===== src/rtl/control_sequencer_if.sv =====
// Control sequencer bus: table write port, sequence launch/abort controls and the
// registered pattern outputs. The optional pause input exists only when
// CTRL_SEQ_PAUSE_EN is defined.
interface control_sequencer_if #(
  parameter int OUT_W   = 8,
  parameter int IDX_W   = 2,
  parameter int DWELL_W = 8
);
  logic               wr_en;
  logic [IDX_W-1:0]   wr_idx;
  logic [OUT_W-1:0]   wr_pattern;
  logic [DWELL_W-1:0] wr_dwell;
  logic [IDX_W-1:0]   last_idx;
  logic               loop_mode;
  logic               start;
  logic               stop;
`ifdef CTRL_SEQ_PAUSE_EN
  logic               pause;
`endif
  logic [OUT_W-1:0]   out;
  logic [IDX_W-1:0]   step;
  logic               busy;
  logic               done;

  // Driver side: owns the table writes and launch controls, observes the outputs.
  modport master (
`ifdef CTRL_SEQ_PAUSE_EN
    output pause,
`endif
    output wr_en, wr_idx, wr_pattern, wr_dwell, last_idx, loop_mode, start, stop,
    input  out, step, busy, done
  );

  // Sequencer side.
  modport slave (
`ifdef CTRL_SEQ_PAUSE_EN
    input  pause,
`endif
    input  wr_en, wr_idx, wr_pattern, wr_dwell, last_idx, loop_mode, start, stop,
    output out, step, busy, done
  );
endinterface


===== src/rtl/control_sequencer.sv =====
// Table-driven output pattern sequencer. Holds STEPS {pattern, dwell} entries and
// plays entries 0..last_idx, each for dwell+1 cycles, once or in a loop.
// Optional feature: define CTRL_SEQ_PAUSE_EN to add a pause input that freezes a
// running sequence; without it the sequencer behaves as if pause were held low.
module control_sequencer #(
  parameter int               OUT_W    = 8,
  parameter int               STEPS    = 4,
  parameter int               IDX_W    = 2,
  parameter int               DWELL_W  = 8,
  parameter logic [OUT_W-1:0] IDLE_PAT = '0
) (
  input logic               clk,
  input logic               rst_n,
  control_sequencer_if.slave bus
);

  typedef enum logic { S_IDLE = 1'b0, S_RUN = 1'b1 } state_t;

  state_t             state_q;
  logic [OUT_W-1:0]   out_q;
  logic [IDX_W-1:0]   step_q;
  logic               busy_q;
  logic               done_q;
  logic [DWELL_W-1:0] cnt_q;
  logic [IDX_W-1:0]   last_q;
  logic               loop_q;

  logic [OUT_W-1:0]   pat_q   [STEPS];
  logic [DWELL_W-1:0] dwell_q [STEPS];

  logic               pause_d;
  logic               wr_ok_d;
  logic [IDX_W-1:0]   last_d;
  logic [IDX_W-1:0]   next_idx_d;

  // Power-up table contents carried over from the fixed decoder it replaces.
  function automatic logic [OUT_W-1:0] reset_pat(input int k);
    case (k)
      0:       reset_pat = OUT_W'(8'h0B);
      1:       reset_pat = OUT_W'(8'h66);
      2:       reset_pat = OUT_W'(8'h14);
      3:       reset_pat = OUT_W'(8'h80);
      default: reset_pat = '0;
    endcase
  endfunction

`ifdef CTRL_SEQ_PAUSE_EN
  assign pause_d = bus.pause;
`else
  assign pause_d = 1'b0;
`endif

  // Out-of-range writes are dropped; out-of-range final steps clamp to the last entry.
  always_comb begin
    wr_ok_d    = bus.wr_en && (int'(bus.wr_idx) < STEPS);
    last_d     = (int'(bus.last_idx) >= STEPS) ? IDX_W'(STEPS - 1) : bus.last_idx;
    next_idx_d = (step_q == last_q) ? '0 : step_q + IDX_W'(1);
  end

  // Pattern/dwell table; a write lands on the next edge, so a same-cycle step entry sees the old entry.
  always_ff @(posedge clk or negedge rst_n) begin
    if (!rst_n) begin
      for (int k = 0; k < STEPS; k++) begin
        pat_q[k]   <= reset_pat(k);
        dwell_q[k] <= '0;
      end
    end else if (wr_ok_d) begin
      pat_q[bus.wr_idx]   <= bus.wr_pattern;
      dwell_q[bus.wr_idx] <= bus.wr_dwell;
    end
  end

  // Sequencer FSM with registered outputs; out and cnt load only on step entry.
  always_ff @(posedge clk or negedge rst_n) begin
    if (!rst_n) begin
      state_q <= S_IDLE;
      out_q   <= IDLE_PAT;
      step_q  <= '0;
      busy_q  <= 1'b0;
      done_q  <= 1'b0;
      cnt_q   <= '0;
      last_q  <= '0;
      loop_q  <= 1'b0;
    end else begin
      case (state_q)
        S_IDLE: begin
          done_q <= 1'b0;
          if (bus.start && !bus.stop) begin
            state_q <= S_RUN;
            step_q  <= '0;
            out_q   <= pat_q[0];
            cnt_q   <= dwell_q[0];
            busy_q  <= 1'b1;
            last_q  <= last_d;
            loop_q  <= bus.loop_mode;
          end
        end
        S_RUN: begin
          if (bus.stop) begin
            state_q <= S_IDLE;
            out_q   <= IDLE_PAT;
            step_q  <= '0;
            busy_q  <= 1'b0;
            done_q  <= 1'b0;
            cnt_q   <= '0;
          end else if (!pause_d) begin
            if (cnt_q != '0) begin
              cnt_q <= cnt_q - DWELL_W'(1);
            end else if ((step_q != last_q) || loop_q) begin
              step_q <= next_idx_d;
              out_q  <= pat_q[next_idx_d];
              cnt_q  <= dwell_q[next_idx_d];
            end else begin
              state_q <= S_IDLE;
              out_q   <= IDLE_PAT;
              step_q  <= '0;
              busy_q  <= 1'b0;
              done_q  <= 1'b1;
            end
          end
        end
        default: begin
          state_q <= S_IDLE;
          out_q   <= IDLE_PAT;
          busy_q  <= 1'b0;
          done_q  <= 1'b0;
        end
      endcase
    end
  end

  assign bus.out  = out_q;
  assign bus.step = step_q;
  assign bus.busy = busy_q;
  assign bus.done = done_q;

endmodule


===== src/flat_wrapper.sv =====
// flat-port wrapper written by rule: the top's interface ports become plain ports
module control_sequencer_flat 
#(
  parameter int               OUT_W    = 8,
  parameter int               STEPS    = 4,
  parameter int               IDX_W    = 2,
  parameter int               DWELL_W  = 8,
  parameter logic [OUT_W-1:0] IDLE_PAT = '0
)
  (clk, rst_n, bus_wr_en, bus_wr_idx, bus_wr_pattern, bus_wr_dwell, bus_last_idx, bus_loop_mode, bus_start, bus_stop, bus_out, bus_step, bus_busy, bus_done);
  control_sequencer_if #(.OUT_W(OUT_W), .IDX_W(IDX_W), .DWELL_W(DWELL_W)) bus_i ();
  input logic clk;
  input logic rst_n;
  input wire logic [$bits(bus_i.wr_en)-1:0] bus_wr_en;
  input wire logic [$bits(bus_i.wr_idx)-1:0] bus_wr_idx;
  input wire logic [$bits(bus_i.wr_pattern)-1:0] bus_wr_pattern;
  input wire logic [$bits(bus_i.wr_dwell)-1:0] bus_wr_dwell;
  input wire logic [$bits(bus_i.last_idx)-1:0] bus_last_idx;
  input wire logic [$bits(bus_i.loop_mode)-1:0] bus_loop_mode;
  input wire logic [$bits(bus_i.start)-1:0] bus_start;
  input wire logic [$bits(bus_i.stop)-1:0] bus_stop;
  output wire logic [$bits(bus_i.out)-1:0] bus_out;
  output wire logic [$bits(bus_i.step)-1:0] bus_step;
  output wire logic [$bits(bus_i.busy)-1:0] bus_busy;
  output wire logic [$bits(bus_i.done)-1:0] bus_done;
  assign bus_i.wr_en = bus_wr_en;
  assign bus_i.wr_idx = bus_wr_idx;
  assign bus_i.wr_pattern = bus_wr_pattern;
  assign bus_i.wr_dwell = bus_wr_dwell;
  assign bus_i.last_idx = bus_last_idx;
  assign bus_i.loop_mode = bus_loop_mode;
  assign bus_i.start = bus_start;
  assign bus_i.stop = bus_stop;
  assign bus_out = bus_i.out;
  assign bus_step = bus_i.step;
  assign bus_busy = bus_i.busy;
  assign bus_done = bus_i.done;
  control_sequencer #(.OUT_W(OUT_W), .STEPS(STEPS), .IDX_W(IDX_W), .DWELL_W(DWELL_W), .IDLE_PAT(IDLE_PAT)) u_core (.clk(clk), .rst_n(rst_n), .bus(bus_i));
endmodule

===== config.mk =====
export PLATFORM = sky130hd
export DESIGN_NAME = control_sequencer_flat
export DESIGN_NICKNAME = d
export VERILOG_FILES = /design/src/rtl/control_sequencer_if.sv /design/src/rtl/control_sequencer.sv /design/src/flat_wrapper.sv
export SDC_FILE = /design/constraint.sdc
export NUM_CORES = 1
export LEC_CHECK = 0
export ABC_AREA = 1
export ABC_CLOCK_PERIOD_IN_PS = 2800
export BUFFER_PORTS_ARGS = -buffer_cell sky130_fd_sc_hd__buf_2
export CORE_AREA = 2 2 96 121
export DETAILED_ROUTE_END_ITERATION = 16
export DIE_AREA = 0 0 98 123
export PLACE_DENSITY = 0.6
export SYNTH_ARGS = -nofsm -noshare
export SYNTH_HDL_FRONTEND = slang
export SYNTH_SLANG_ARGS = --single-unit

===== constraint.sdc =====
create_clock -name clk -period 2.8 [get_ports clk]
set_clock_uncertainty 0.1 [all_clocks]
set_input_delay 0.14 -clock clk [delete_from_list [all_inputs] [get_ports clk]]
set_output_delay 0.14 -clock clk [all_outputs]
set_load 0.01 [all_outputs]

==> results of run 1 <==
[cell families after synthesis]
logic type	after synthesis
AOI/OAI and AO/OA	102
xor gates and xnor gates	4
adders and majority gates	2
buffers and inverters	64
DFF	88
muxes	1
and+or+nand+nor	266
[power groups by stage]
| stage | Sequential (mW) | Combinational, mW | Clock [mW] |
|---|---|---|---|
| 3_3_place_gp | 1.85 | 1.71 | 0 |
| 3_5_place_dp | 1.85 | 1.74 | 0 |
| 6_report | 1.83 | 1.76 | 1.16 |
| 4_1_cts | 1.84 | 1.77 | 1.18 |
| 5_1_grt | 1.87 | 2.02 | 1.24 |
| 2_1_floorplan | 1.82 | 1.35 | 0 |
[how the worst max path moves through the flow]
stage / from / depth (start not counted) / to
CTS: u_core.bus.step[0] / 9 / u_core.bus.out[1]
floorplan: u_core.cnt_q[0] / 10 / u_core.bus.out[0]
global route: u_core.bus.step[1] / 9 / u_core.cnt_q[7]
detailed placement: u_core.bus.step[0] / 9 / u_core.bus.out[1]
finish: u_core.bus.step[0] / 9 / u_core.bus.out[0]
global placement: u_core.bus.step[1] / 9 / u_core.bus.out[1]
[area by class of cell]
cell class                 instances  area share [%]
tap                              135            3.46
inverter                          39            2.99
multi-input combinational        375            36.0
sequential                        88            45.3
clock buffer                      15            5.07
clock inverter                     1           0.614
timing repair buffer              52            6.60
[layout by cell type (no fill, tap or decap), types with 2 or more instances in the layout]
| master | Yosys | final |
|---|---|---|
| sky130_fd_sc_hd__a21oi_1 | 28 | 28 |
| sky130_fd_sc_hd__buf_2 | 1 | 36 |
| sky130_fd_sc_hd__buf_4 | 8 | 7 |
| sky130_fd_sc_hd__clkbuf_1 | 15 | 6 |
| sky130_fd_sc_hd__clkbuf_16 | 0 | 9 |
| sky130_fd_sc_hd__dfrtp_1 | 78 | 78 |
| sky130_fd_sc_hd__dfstp_2 | 10 | 10 |
| sky130_fd_sc_hd__dlygate4sd3_1 | 0 | 9 |
| sky130_fd_sc_hd__ha_1 | 2 | 2 |
| sky130_fd_sc_hd__inv_1 | 32 | 32 |
| sky130_fd_sc_hd__inv_2 | 6 | 6 |
| sky130_fd_sc_hd__nand2_1 | 129 | 129 |
| sky130_fd_sc_hd__nand2_2 | 6 | 6 |
| sky130_fd_sc_hd__nand2_4 | 3 | 3 |
| sky130_fd_sc_hd__nand3_1 | 89 | 89 |
| sky130_fd_sc_hd__nor2_1 | 36 | 36 |
| sky130_fd_sc_hd__o21ai_0 | 72 | 72 |
| sky130_fd_sc_hd__xor2_1 | 3 | 3 |
[cells in the mapped netlist]
cell	instances	area [um^2]
sky130_fd_sc_hd__a21oi_1	28	140
sky130_fd_sc_hd__buf_1	1	3.75
sky130_fd_sc_hd__buf_2	1	5.00
sky130_fd_sc_hd__buf_4	8	60.1
sky130_fd_sc_hd__clkbuf_1	15	56.3
sky130_fd_sc_hd__clkinv_1	1	3.75
sky130_fd_sc_hd__dfrtp_1	78	1950
sky130_fd_sc_hd__dfstp_2	10	263
sky130_fd_sc_hd__ha_1	2	25.0
sky130_fd_sc_hd__inv_1	32	120
sky130_fd_sc_hd__inv_2	6	22.5
sky130_fd_sc_hd__mux2_2	1	11.3
sky130_fd_sc_hd__nand2_1	129	484
sky130_fd_sc_hd__nand2_2	6	37.5
sky130_fd_sc_hd__nand2_4	3	33.8
sky130_fd_sc_hd__nand3_1	89	445
sky130_fd_sc_hd__nand4_1	1	6.26
sky130_fd_sc_hd__nor2_1	36	135
sky130_fd_sc_hd__nor2_2	1	6.26
sky130_fd_sc_hd__nor2_8	1	20.0
sky130_fd_sc_hd__o21ai_0	72	360
sky130_fd_sc_hd__o21ai_1	1	5.00
sky130_fd_sc_hd__o31ai_2	1	12.5
sky130_fd_sc_hd__xnor2_1	1	8.76
sky130_fd_sc_hd__xor2_1	3	26.3
[worst min-delay path, stage by stage]
cell	delay, ns
sky130_fd_sc_hd__buf_2	0.10
sky130_fd_sc_hd__inv_1	0.09
sky130_fd_sc_hd__o21ai_0	0.10
[per-layer routing]
metal	track usage [%]	vias up	part of all wire (%)
li1	-	1806	-
met1	25.4	1670	49
met2	29.0	69	45
met3	3.22	18	3.6
met4	8.51	0	2.2
met5	0	-	0
[state kept, by name, indices dropped and copies added, names as in the netlist]
name / count
u_core.bus.out: 8
u_core.last_q: 2
u_core.bus.step: 2
u_core.cnt_q: 8
u_core.state_q: 1
u_core.dwell_q: 32
u_core.bus.done: 1
u_core.pat_q: 32
u_core.loop_q: 1
u_core.bus.busy: 1
[what timing repair did]
| item | 4_1_cts | 5_1_grt |
|---|---|---|
| hold endpoints to repair | 52 | 0 |
| gates resized for setup | 0 | 0 |
| hold buffers | 9 | 0 |
==> results.md, run 1 <==
| Group | Result | This run |
|---|---|---|
| status | Status | complete, no violations |
| placed design | DPL Wire Length | 6800 um |
| power and ir drop | PD cells | 974 mW/mm^2 |
| die | Width of the die | 98 um |
| global routing | Global Route Usage Sum | 18.6% |
| clock tree | Number of clock buffers inserted by TritonCTS | 9 |
| layout | Storage element area | 0.00221 mm^2 |
| clock tree | Clock transition time at the flip-flop clock pins of the worst setup and hold paths | 0.06 ns |
| critical path | Count of buffer and inverter cells on the critical path | 1 |
| power and ir drop | Switching power of the nets | 1.87 mW |
| sta | Unrepaired setup endpoints after global routing | false |
| clock tree | Clock tree from TritonCTS | built |
| sta | Minimum setup slack in the final design | 0.674 ns |
| min path | Worst min path class | in2reg |
| critical path | Data arrival time of the worst path | 2.29 ns |
| clock tree | CTS Root Cell | sky130_fd_sc_hd__clkbuf_16 |
| layout | Layout cell share with drive strength beyond 1 | 14.4% |
| power and ir drop | Sequential power share | 38.5% |
| layout | Antenna cell count | 0 |
| sta | Highest Clock Rate | 470 MHz |
| synth | Post-synthesis share of cell area spent on and, or, nand and nor gates | 27.5% |
| power and ir drop | Sum of internal, switching and leakage power | 4.76 mW |
| die | I/O pin cnt | 38 |
| clock tree | # Post-CTS Setup Buffers | 0 |
| die | Overall die area | 0.0121 mm^2 |
| sta | Hold Violations, Final | 0 |
| global routing | Overflow after GRT | 0 |
| synth | Parity-gate share of the synthesized area counting xor and xnor cells | 0.825% |
| synth | Syn nets | 555 |
| power and ir drop | Part of the total power dissipated in the clock network | 24.4% |
| power and ir drop | Sw Share | 39.2% |
| critical path | Length in cells of the worst reg-to-reg path | 9 |
| placed design | Global placer's final weighted congestion | 0.825 |
| sta | Final hold slack | 0.00240 ns |
| power and ir drop | VDD IR-drop max | 0.300 mV |
| layout | Final net count | 593 |
| synth | Count of distinct cell types in the synthesized netlist | 25 |
| sta | Setup Viol. Count Final | 0 |
| routing | DRC violations left | 0 |
| run | Count of maximum capacitance violations | 0 |
| critical path | Endpoint of the worst-slack reg-to-reg timing path | u_core.bus.out[0] |
| synth | Proportion of synthesized chip area in sequential cells | 52.2% |
| critical path | Sort of element at the end of the critical path | flip-flop |
| critical path | Peak fanout along the critical path | 35 |
| routing | Routed wire length | 10400 um |
| routing | DR iter-0 viols | 287 |
| synth | Combinational family with the most area after synthesis | simple AND/OR/NAND/NOR gates |
| synth | Synth Area in Compound Gates | 12.2% |
| sta | Measured slew at the worst slew-check pin | 1.06 ns |
| critical path | Critical Path, Cell by Cell | inv_2 -> nand2_1 -> nand2_2 -> nand2_4 -> nand2_2 -> nand2_1 -> nand3_1 -> nand3_1 -> a21oi_1 |
| critical path | Worst path top cell family by delay | simple AND/OR/NAND/NOR gates |
| placed design | Post-placement cell count | 680 |
| routing | Vias per inst | 5.05 |
| synth | Yosys Warn Count | 0 |
| critical path | Worst reg2reg setup slack | 0.67 ns |
| layout | Area delta synth->final | 15.2% |
| sta | Headroom to the max-slew limit | 29.0% |
| power and ir drop | Leakage power of the design | 2.38 nW |
| placed design | Area of placed instances | 0.00452 mm^2 |
| synth | Synth Area in Adders | 0.590% |
| clock tree | Worst skew pair latency | 0.34 ns |
| die | Starting Density | 38.9% |
| clock tree | Maximum clock insertion buffer count | 2 |
| min path | Worst Hold Path Cells | 3 |
| layout | Total of fill cells in the finished design | 1119 |
| synth | Multiplexer share of the synthesized area | 0.265% |
| critical path | Crit Reg-Reg Startpoint | u_core.bus.step[0] |
| critical path | Worst Setup Start Kind | flip-flop |
| placed design | Worst setup slack after placement | 0.708 ns |
| layout | Final standard cell count with taps included and fillers excluded | 705 |
| routing | Vias after detailed routing | 3563 |
| die | Die extent in y | 123 um |
| power and ir drop | Proportion of power drawn by combinational gates | 37.0% |
| sta | Final max-slew violation count | 0 |
| clock tree | Sink count of the clock tree | 88 |
| global routing | First-pass GRT wire length | 17800 um |
| global routing | Initial antenna violation count | 0 |
| min path | Hold Crit Start | bus_wr_pattern[3] |
| critical path | Standard cell with the maximum stage delay on the critical path | sky130_fd_sc_hd__nand2_2 |
| die | Placeable core area | 0.0109 mm^2 |
| synth | Number of flip-flops and latches in the synthesized netlist | 88 |
| placed design | Number of buffers inserted by port buffering | 37 |
| synth | Average footprint of a synthesized cell | 8.05 um^2 |
| clock tree | # H-tree levels | 3 |
| critical path | Largest stage delay on the critical path | 0.59 ns |
| sta | Shortest period the worst path allows | 2.13 ns |
| global routing | Number of global-route vias before repair | 3614 |
| layout | Final core utilization | 44.8% |
| routing | Total iterations of the first detailed-routing run | 7 |
| global routing | Pin count of the biggest net entering global routing | 53 |
| sta | Post-route fraction of the period consumed by the critical path | 75.9% |
| routing | Average wire length per cell after detail routing | 14.8 um |
| routing | Remaining antenna violation count | 0 |
| power and ir drop | Cell Int Power | 2.89 mW |
| critical path | Kind of critical path | reg2reg |
| layout | Area of the multi-input gates | 0.00176 mm^2 |
| synth | Synthesized area | 0.00424 mm^2 |
| synth | Number of standard cells after synthesis | 527 |
| layout | Total non-filler cell area in the finished layout | 0.00489 mm^2 |
| sta | Sum Neg Setup Slack | 0 ns |
| critical path | Required @ worst endpoint | 2.96 ns |
| die | Cell Rows | 43 |
| min path | Hold EP | u_core.pat_q[27] |
No activity file was read; power rests on OpenSTA's default activity.
==> run 2: changes to the inputs <==
ABC_CLOCK_PERIOD_IN_PS = 2000   (was 2800)
clock period = 2 ns   (was 2.8 ns; I/O delays follow)
==> run 2 against run 1 <==
Net effect:
- clock power grew 32%
- non-clock buffer count grew 17
- first-iteration DRC count grew 24%
- wire length shrank 1.5%
- final cell count grew 2.4%
- design area grew 3.7%
- sequential power grew 40%
- via count grew 2.4%
==> results.md, run 2 (synthesis gave the netlist of run 1 again) <==
| Group | Result | This run |
|---|---|---|
| run | Count of maximum capacitance violations | 0 |
| critical path | Sort of element at the end of the critical path | flip-flop |
| routing | Vias per inst | 5.05 |
| sta | Post-route fraction of the period consumed by the critical path | 89.0% |
| sta | Headroom to the max-slew limit | 61.6% |
| sta | Setup Viol. Count Final | 0 |
| routing | DRC violations left | 0 |
| min path | Worst min path class | in2reg |
| placed design | Number of buffers inserted by port buffering | 37 |
| sta | Final max-slew violation count | 0 |
| routing | Total iterations of the first detailed-routing run | 5 |
| placed design | Global placer's final weighted congestion | 0.823 |
| critical path | Critical Path, Cell by Cell | inv_1 -> ha_1 -> nand2_1 -> nor2_2 -> nand2_4 -> nor2_8 -> nand2_2 -> nand2_4 -> inv_2 -> nor2_1 -> a21oi_1 |
| sta | Highest Clock Rate | 562 MHz |
| layout | Area delta synth->final | 19.5% |
| clock tree | Maximum clock insertion buffer count | 2 |
| clock tree | # H-tree levels | 3 |
| clock tree | Number of clock buffers inserted by TritonCTS | 9 |
| critical path | Worst path top cell family by delay | simple AND/OR/NAND/NOR gates |
| routing | Vias after detailed routing | 3649 |
| critical path | Kind of critical path | reg2reg |
| die | Placeable core area | 0.0109 mm^2 |
| layout | Final standard cell count with taps included and fillers excluded | 722 |
| global routing | Global Route Usage Sum | 18.3% |
| sta | Hold Violations, Final | 0 |
| clock tree | CTS Root Cell | sky130_fd_sc_hd__clkbuf_16 |
| clock tree | Worst skew pair latency | 0.34 ns |
| routing | Routed wire length | 10300 um |
| layout | Layout cell share with drive strength beyond 1 | 15.7% |
| die | Die extent in y | 123 um |
| global routing | Number of global-route vias before repair | 3465 |
| layout | Registers with the most flip-flops | u_core.dwell_q x32, u_core.pat_q x32 |
| global routing | Initial antenna violation count | 0 |
| routing | Remaining antenna violation count | 0 |
| layout | Antenna cell count | 0 |
| critical path | Worst Setup Start Kind | flip-flop |
| critical path | Peak fanout along the critical path | 10 |
| routing | DR iter-0 viols | 357 |
| power and ir drop | PD cells | 1330 mW/mm^2 |
| power and ir drop | Leakage power of the design | 2.46 nW |
| sta | Sum Neg Setup Slack | 0 ns |
| critical path | Most common cell on crit path | sky130_fd_sc_hd__nand2_4 |
| die | Cell Rows | 43 |
| critical path | Required @ worst endpoint | 2.13 ns |
| sta | Measured slew at the worst slew-check pin | 0.576 ns |
| critical path | Data arrival time of the worst path | 1.91 ns |
| placed design | Post-placement cell count | 686 |
| critical path | Standard cell with the maximum stage delay on the critical path | sky130_fd_sc_hd__dfrtp_1 |
| status | Status | complete, no violations |
| global routing | Pin count of the biggest net entering global routing | 45 |
| clock tree | # Post-CTS Setup Buffers | 0 |
| sta | Shortest period the worst path allows | 1.78 ns |
| critical path | Worst reg2reg setup slack | 0.22 ns |
| global routing | Overflow after GRT | 0 |
| layout | Final net count | 610 |
| critical path | Count of buffer and inverter cells on the critical path | 2 |
| clock tree | Clock tree from TritonCTS | built |
| clock tree | Clock transition time at the flip-flop clock pins of the worst setup and hold paths | 0.06 ns |
| routing | Average wire length per cell after detail routing | 14.2 um |
| clock tree | Sink count of the clock tree | 88 |
| layout | Total of fill cells in the finished design | 1089 |
| die | Width of the die | 98 um |
| power and ir drop | VDD IR-drop max | 0.593 mV |
| die | I/O pin cnt | 38 |
| placed design | DPL Wire Length | 6810 um |
| layout | Commonest non-fill, non-tap cell in the layout | sky130_fd_sc_hd__nand2_1 |
| layout | Leading cell types in the layout, fill and taps excluded | sky130_fd_sc_hd__nand2_1, sky130_fd_sc_hd__nand3_1, sky130_fd_sc_hd__dfrtp_1 |
| global routing | First-pass GRT wire length | 17700 um |
| die | Starting Density | 38.9% |
| sta | Unrepaired setup endpoints after global routing | false |
| critical path | Largest stage delay on the critical path | 0.39 ns |
| die | Overall die area | 0.0121 mm^2 |
[run 2: changes by cell type in the layout (fill, tap and decap cells not counted), moves of 2 or more]
| cell | previous run | this run |
|---|---|---|
| sky130_fd_sc_hd__nand2_2 | 6 | 4 |
| sky130_fd_sc_hd__clkinv_2 | 0 | 2 |
| sky130_fd_sc_hd__dlygate4sd3_1 | 9 | 20 |
| sky130_fd_sc_hd__nand2_4 | 3 | 5 |
| sky130_fd_sc_hd__clkbuf_1 | 6 | 3 |
| sky130_fd_sc_hd__buf_4 | 7 | 11 |
| sky130_fd_sc_hd__buf_12 | 0 | 2 |
[run 2: power by group]
part	switching, mW	internal, mW	leakage (nW)
Clock	0.662	0.872	0.130
Sequential	0.321	2.24	1.07
Combinational	1.68	0.946	1.26
Total	2.67	4.06	2.46
[run 2: final cells by class]
type,instances,area (um^2),share of cell area [%]
Clock inverter,3,17.5,0.345
Inverter,39,146,2.89
Sequential cell,88,2210,43.7
Tap cell,135,169,3.33
Timing Repair Buffer,69,503,9.92
Clock buffer,13,250,4.93
Multi-Input combinational cell,375,1770,34.9
[run 2: stage by stage]
step | hold slack (ns) | util, % | total power [mW] | setup slack [ns] | area (um^2)
global route | 0.158 | 46.4 | 7.24 | 0.00436 | 5070
CTS | 0.110 | 46.3 | 6.76 | 0.128 | 5060
detailed placement | 0.0412 | 42.0 | 5.17 | 0.138 | 4590
floorplan | -0.296 | - | 4.43 | 0.340 | 4240
global placement | 0.0403 | 42.0 | 5.12 | 0.197 | 4590
finish | 0.104 | 46.4 | 6.73 | 0.219 | 5070
[run 2: worst min-delay path: cells and delay by family]
family | cells | cell delay (ns)
and+or+nand+nor | 2 | 0.30
buffers and inverters | 1 | 0.10
[run 2: metal layers]
layer | wire length [um] | vias up | GRT usage (%)
met4 | 187 | 0 | 7.20
met2 | 4610 | 95 | 28.0
met1 | 5040 | 1699 | 26.2
met5 | 0 | - | 0
met3 | 422 | 15 | 2.77
li1 | - | 1840 | -
[run 2: worst paths after layout]
| kind | to | start | cells after the start |
|---|---|---|---|
| setup reg to reg | u_core.cnt_q[5] | u_core.cnt_q[0] | 11 |
| max in group asynchronous | u_core.pat_q[22] | rst_n | 3 |
| hold reg to reg | u_core.dwell_q[6] | u_core.dwell_q[6] | 2 |
| min in group asynchronous | u_core.dwell_q[27] | rst_n | 2 |
| setup / recovery | u_core.cnt_q[5] | u_core.cnt_q[0] | 11 |
| hold / removal | u_core.bus.busy | bus_start | 3 |
[run 2: what timing repair did]
item,CTS,global route
endpoints found under the hold margin,96,0
setup endpoints to repair,0,17
hold buffers,20,0
resized for setup,0,3
==> run 3: changes to the inputs <==
CTS_BUF_LIST = sky130_fd_sc_hd__clkbuf_4   (was unset)
RECOVER_POWER = 25   (was unset)
REMOVE_ABC_BUFFERS = 1   (was unset)
==> run 3 against run 2 <==
Net effect:
- sequential share of layout area is 0.76 points higher
- total power is 7.8% lower
- die area stayed put
- critical path type unchanged
- global-route usage is 0.74 points higher
==> results.md, run 3 (synthesis gave the netlist of run 1 again) <==
| Group | Result | This run |
|---|---|---|
| status | Status | complete, no violations |
| layout | Final core utilization | 45.6% |
| layout | Leading cell types in the layout, fill and taps excluded | sky130_fd_sc_hd__nand2_1, sky130_fd_sc_hd__nand3_1, sky130_fd_sc_hd__dfrtp_1 |
| sta | Post-route fraction of the period consumed by the critical path | 91.2% |
| clock tree | Clock tree from TritonCTS | built |
| clock tree | Worst skew pair latency | 0.45 ns |
| clock tree | Number of clock buffers inserted by TritonCTS | 9 |
| layout | Layout cell share with drive strength beyond 1 | 15.4% |
| die | I/O pin cnt | 38 |
| critical path | Worst Setup Start Kind | flip-flop |
| critical path | Length in cells of the worst reg-to-reg path | 12 |
| die | Width of the die | 98 um |
| routing | Average wire length per cell after detail routing | 14.6 um |
| critical path | Required @ worst endpoint | 2.26 ns |
| min path | Worst Hold Path Cells | 5 |
| run | Count of maximum capacitance violations | 0 |
| critical path | Critical Path, Cell by Cell | inv_1 -> ha_1 -> nand2_1 -> nor2_1 -> nand2_4 -> nand2_2 -> buf_4 -> inv_1 -> nand2_1 -> nand2_1 -> nor2_1 -> a21oi_1 |
| clock tree | # H-tree levels | 3 |
| power and ir drop | Sum of internal, switching and leakage power | 6.20 mW |
| sta | Final max-slew violation count | 0 |
| placed design | Worst setup slack after placement | 0.0826 ns |
| clock tree | CTS Root Cell | sky130_fd_sc_hd__clkbuf_4 |
| placed design | Post-placement cell count | 689 |
| die | Die extent in y | 123 um |
| routing | Remaining antenna violation count | 0 |
| power and ir drop | PD cells | 1240 mW/mm^2 |
| critical path | Most common cell on crit path | sky130_fd_sc_hd__nand2_1 |
| global routing | Met2 demand-to-capacity share in global routing | 33.5% |
| placed design | Number of buffers inserted by port buffering | 37 |
| sta | Headroom to the max-slew limit | 11.8% |
| routing | Vias per inst | 5.16 |
| layout | Total non-filler cell area in the finished layout | 0.00498 mm^2 |
| global routing | Overflow after GRT | 0 |
| global routing | Initial antenna violation count | 1 |
| die | Cell Rows | 43 |
| placed design | DPL Wire Length | 6960 um |
| global routing | Number of global-route vias before repair | 3795 |
| power and ir drop | Leakage power of the design | 2.42 nW |
| routing | DR iter-0 viols | 312 |
| routing | Vias after detailed routing | 3778 |
| global routing | GR Util met1 | 23.8% |
| layout | Area delta synth->final | 17.5% |
| sta | Minimum setup slack in the final design | 0.176 ns |
| critical path | Worst reg2reg setup slack | 0.18 ns |
| global routing | Highest-utilization routing layer at the global route stage | met2 |
| sta | Shortest period the worst path allows | 1.82 ns |
| sta | Measured slew at the worst slew-check pin | 1.32 ns |
| die | Starting Density | 38.9% |
| sta | Unrepaired setup endpoints after global routing | false |
| sta | Hold Violations, Final | 0 |
| power and ir drop | VDD IR-drop max | 0.476 mV |
| routing | Routed wire length | 10700 um |
| sta | Setup Viol. Count Final | 0 |
| critical path | Sort of element at the end of the critical path | flip-flop |
| min path | Worst min path class | in2reg |
| min path | Hold EP | u_core.pat_q[25] |
| layout | Final net count | 619 |
| global routing | Pin count of the biggest net entering global routing | 53 |
| die | Overall die area | 0.0121 mm^2 |
| global routing | First-pass GRT wire length | 18200 um |
| min path | Hold Crit Start | bus_wr_en |
| die | Placeable core area | 0.0109 mm^2 |
| placed design | Area of placed instances | 0.00460 mm^2 |
| sta | Highest Clock Rate | 548 MHz |
| critical path | Standard cell with the maximum stage delay on the critical path | sky130_fd_sc_hd__dfrtp_1 |
| layout | Registers with the most flip-flops | u_core.dwell_q x32, u_core.pat_q x32 |
| critical path | Kind of critical path | reg2reg |
| clock tree | Clock transition time at the flip-flop clock pins of the worst setup and hold paths | 0.14 ns |
| clock tree | Sink count of the clock tree | 88 |
| clock tree | Maximum clock insertion buffer count | 2 |
| layout | Final standard cell count with taps included and fillers excluded | 732 |
| global routing | Global Route Usage Sum | 19.0% |
| routing | DRC violations left | 0 |
| routing | Total iterations of the first detailed-routing run | 7 |
| placed design | Global placer's final weighted congestion | 0.802 |
| layout | Commonest non-fill, non-tap cell in the layout | sky130_fd_sc_hd__nand2_1 |
| critical path | Crit Reg-Reg Startpoint | u_core.cnt_q[0] |
| critical path | Largest stage delay on the critical path | 0.42 ns |
| critical path | Peak fanout along the critical path | 9 |
| critical path | Endpoint of the worst-slack reg-to-reg timing path | u_core.cnt_q[5] |
| critical path | Data arrival time of the worst path | 2.08 ns |
| global routing | Global routing usage on met3 | 2.77% |
==> run 3: cell count changes in the layout (fill, tap and decap cells not counted), sizes merged <==
cell         change
clkinvlp         -1
clkinv           +4
clkbuf           -2
diode            +1
dlygate4sd3      +6
buf              +1
bufinv           +1
==> run 3: power by group <==
group	internal [mW]	total (mW)	switching [mW]
registers	2.23	2.55	0.316
clock network	0.369	0.971	0.602
logic	0.971	2.68	1.71
==> run 3: final cells by class <==
cell class              count  area (um^2)
multi-input cells         375         1760
clock buffers               9         67.6
inverters                  39          151
repair buffers             78          554
clock inverters             7         62.6
fillers                  1144         5940
flip-flops and latches     88         2210
diodes                      1         2.50
well taps                 135          169
==> run 3: per-layer routing <==
metal / vias up / part of all wire (%)
met5: - / 0
met4: 0 / 1.7
met3: 13 / 3.7
met2: 76 / 52
met1: 1825 / 43
li1: 1864 / -
==> run 3: what timing repair did <==
item,in CTS,in global routing
gates resized for setup,0,3
buffers inserted,0,0
endpoints found under the hold margin,158,0
endpoints found under the setup margin,0,9
hold buffers,26,0
==> run 3: worst max-delay path by stage <==
stage                              to                from
floorplan             u_core.cnt_q[0]  u_core.bus.step[0]
global placement    u_core.bus.out[2]     u_core.cnt_q[0]
detailed placement  u_core.bus.out[2]     u_core.cnt_q[0]
CTS                 u_core.bus.out[6]     u_core.cnt_q[0]
global route          u_core.cnt_q[7]     u_core.cnt_q[0]
finish                u_core.cnt_q[5]     u_core.cnt_q[0]
==> run 3: per-stage QoR <==
stage	hold slack, ns	setup TNS [ns]
floorplan	-0.296	-0.575
global placement	-0.178	0
detailed placement	-0.178	0
CTS	0.0621	0
global route	0.129	0
finish	0.108	0
==> run 3: critical path, delay by kind of cell (launching register included) <==
family / cells / cell delay, ns
fa+ha+maj: 1 / 0.15
simple gates: 7 / 0.66
compound gates: 1 / 0.07
buf+inv: 3 / 0.33
flops: 1 / 0.42
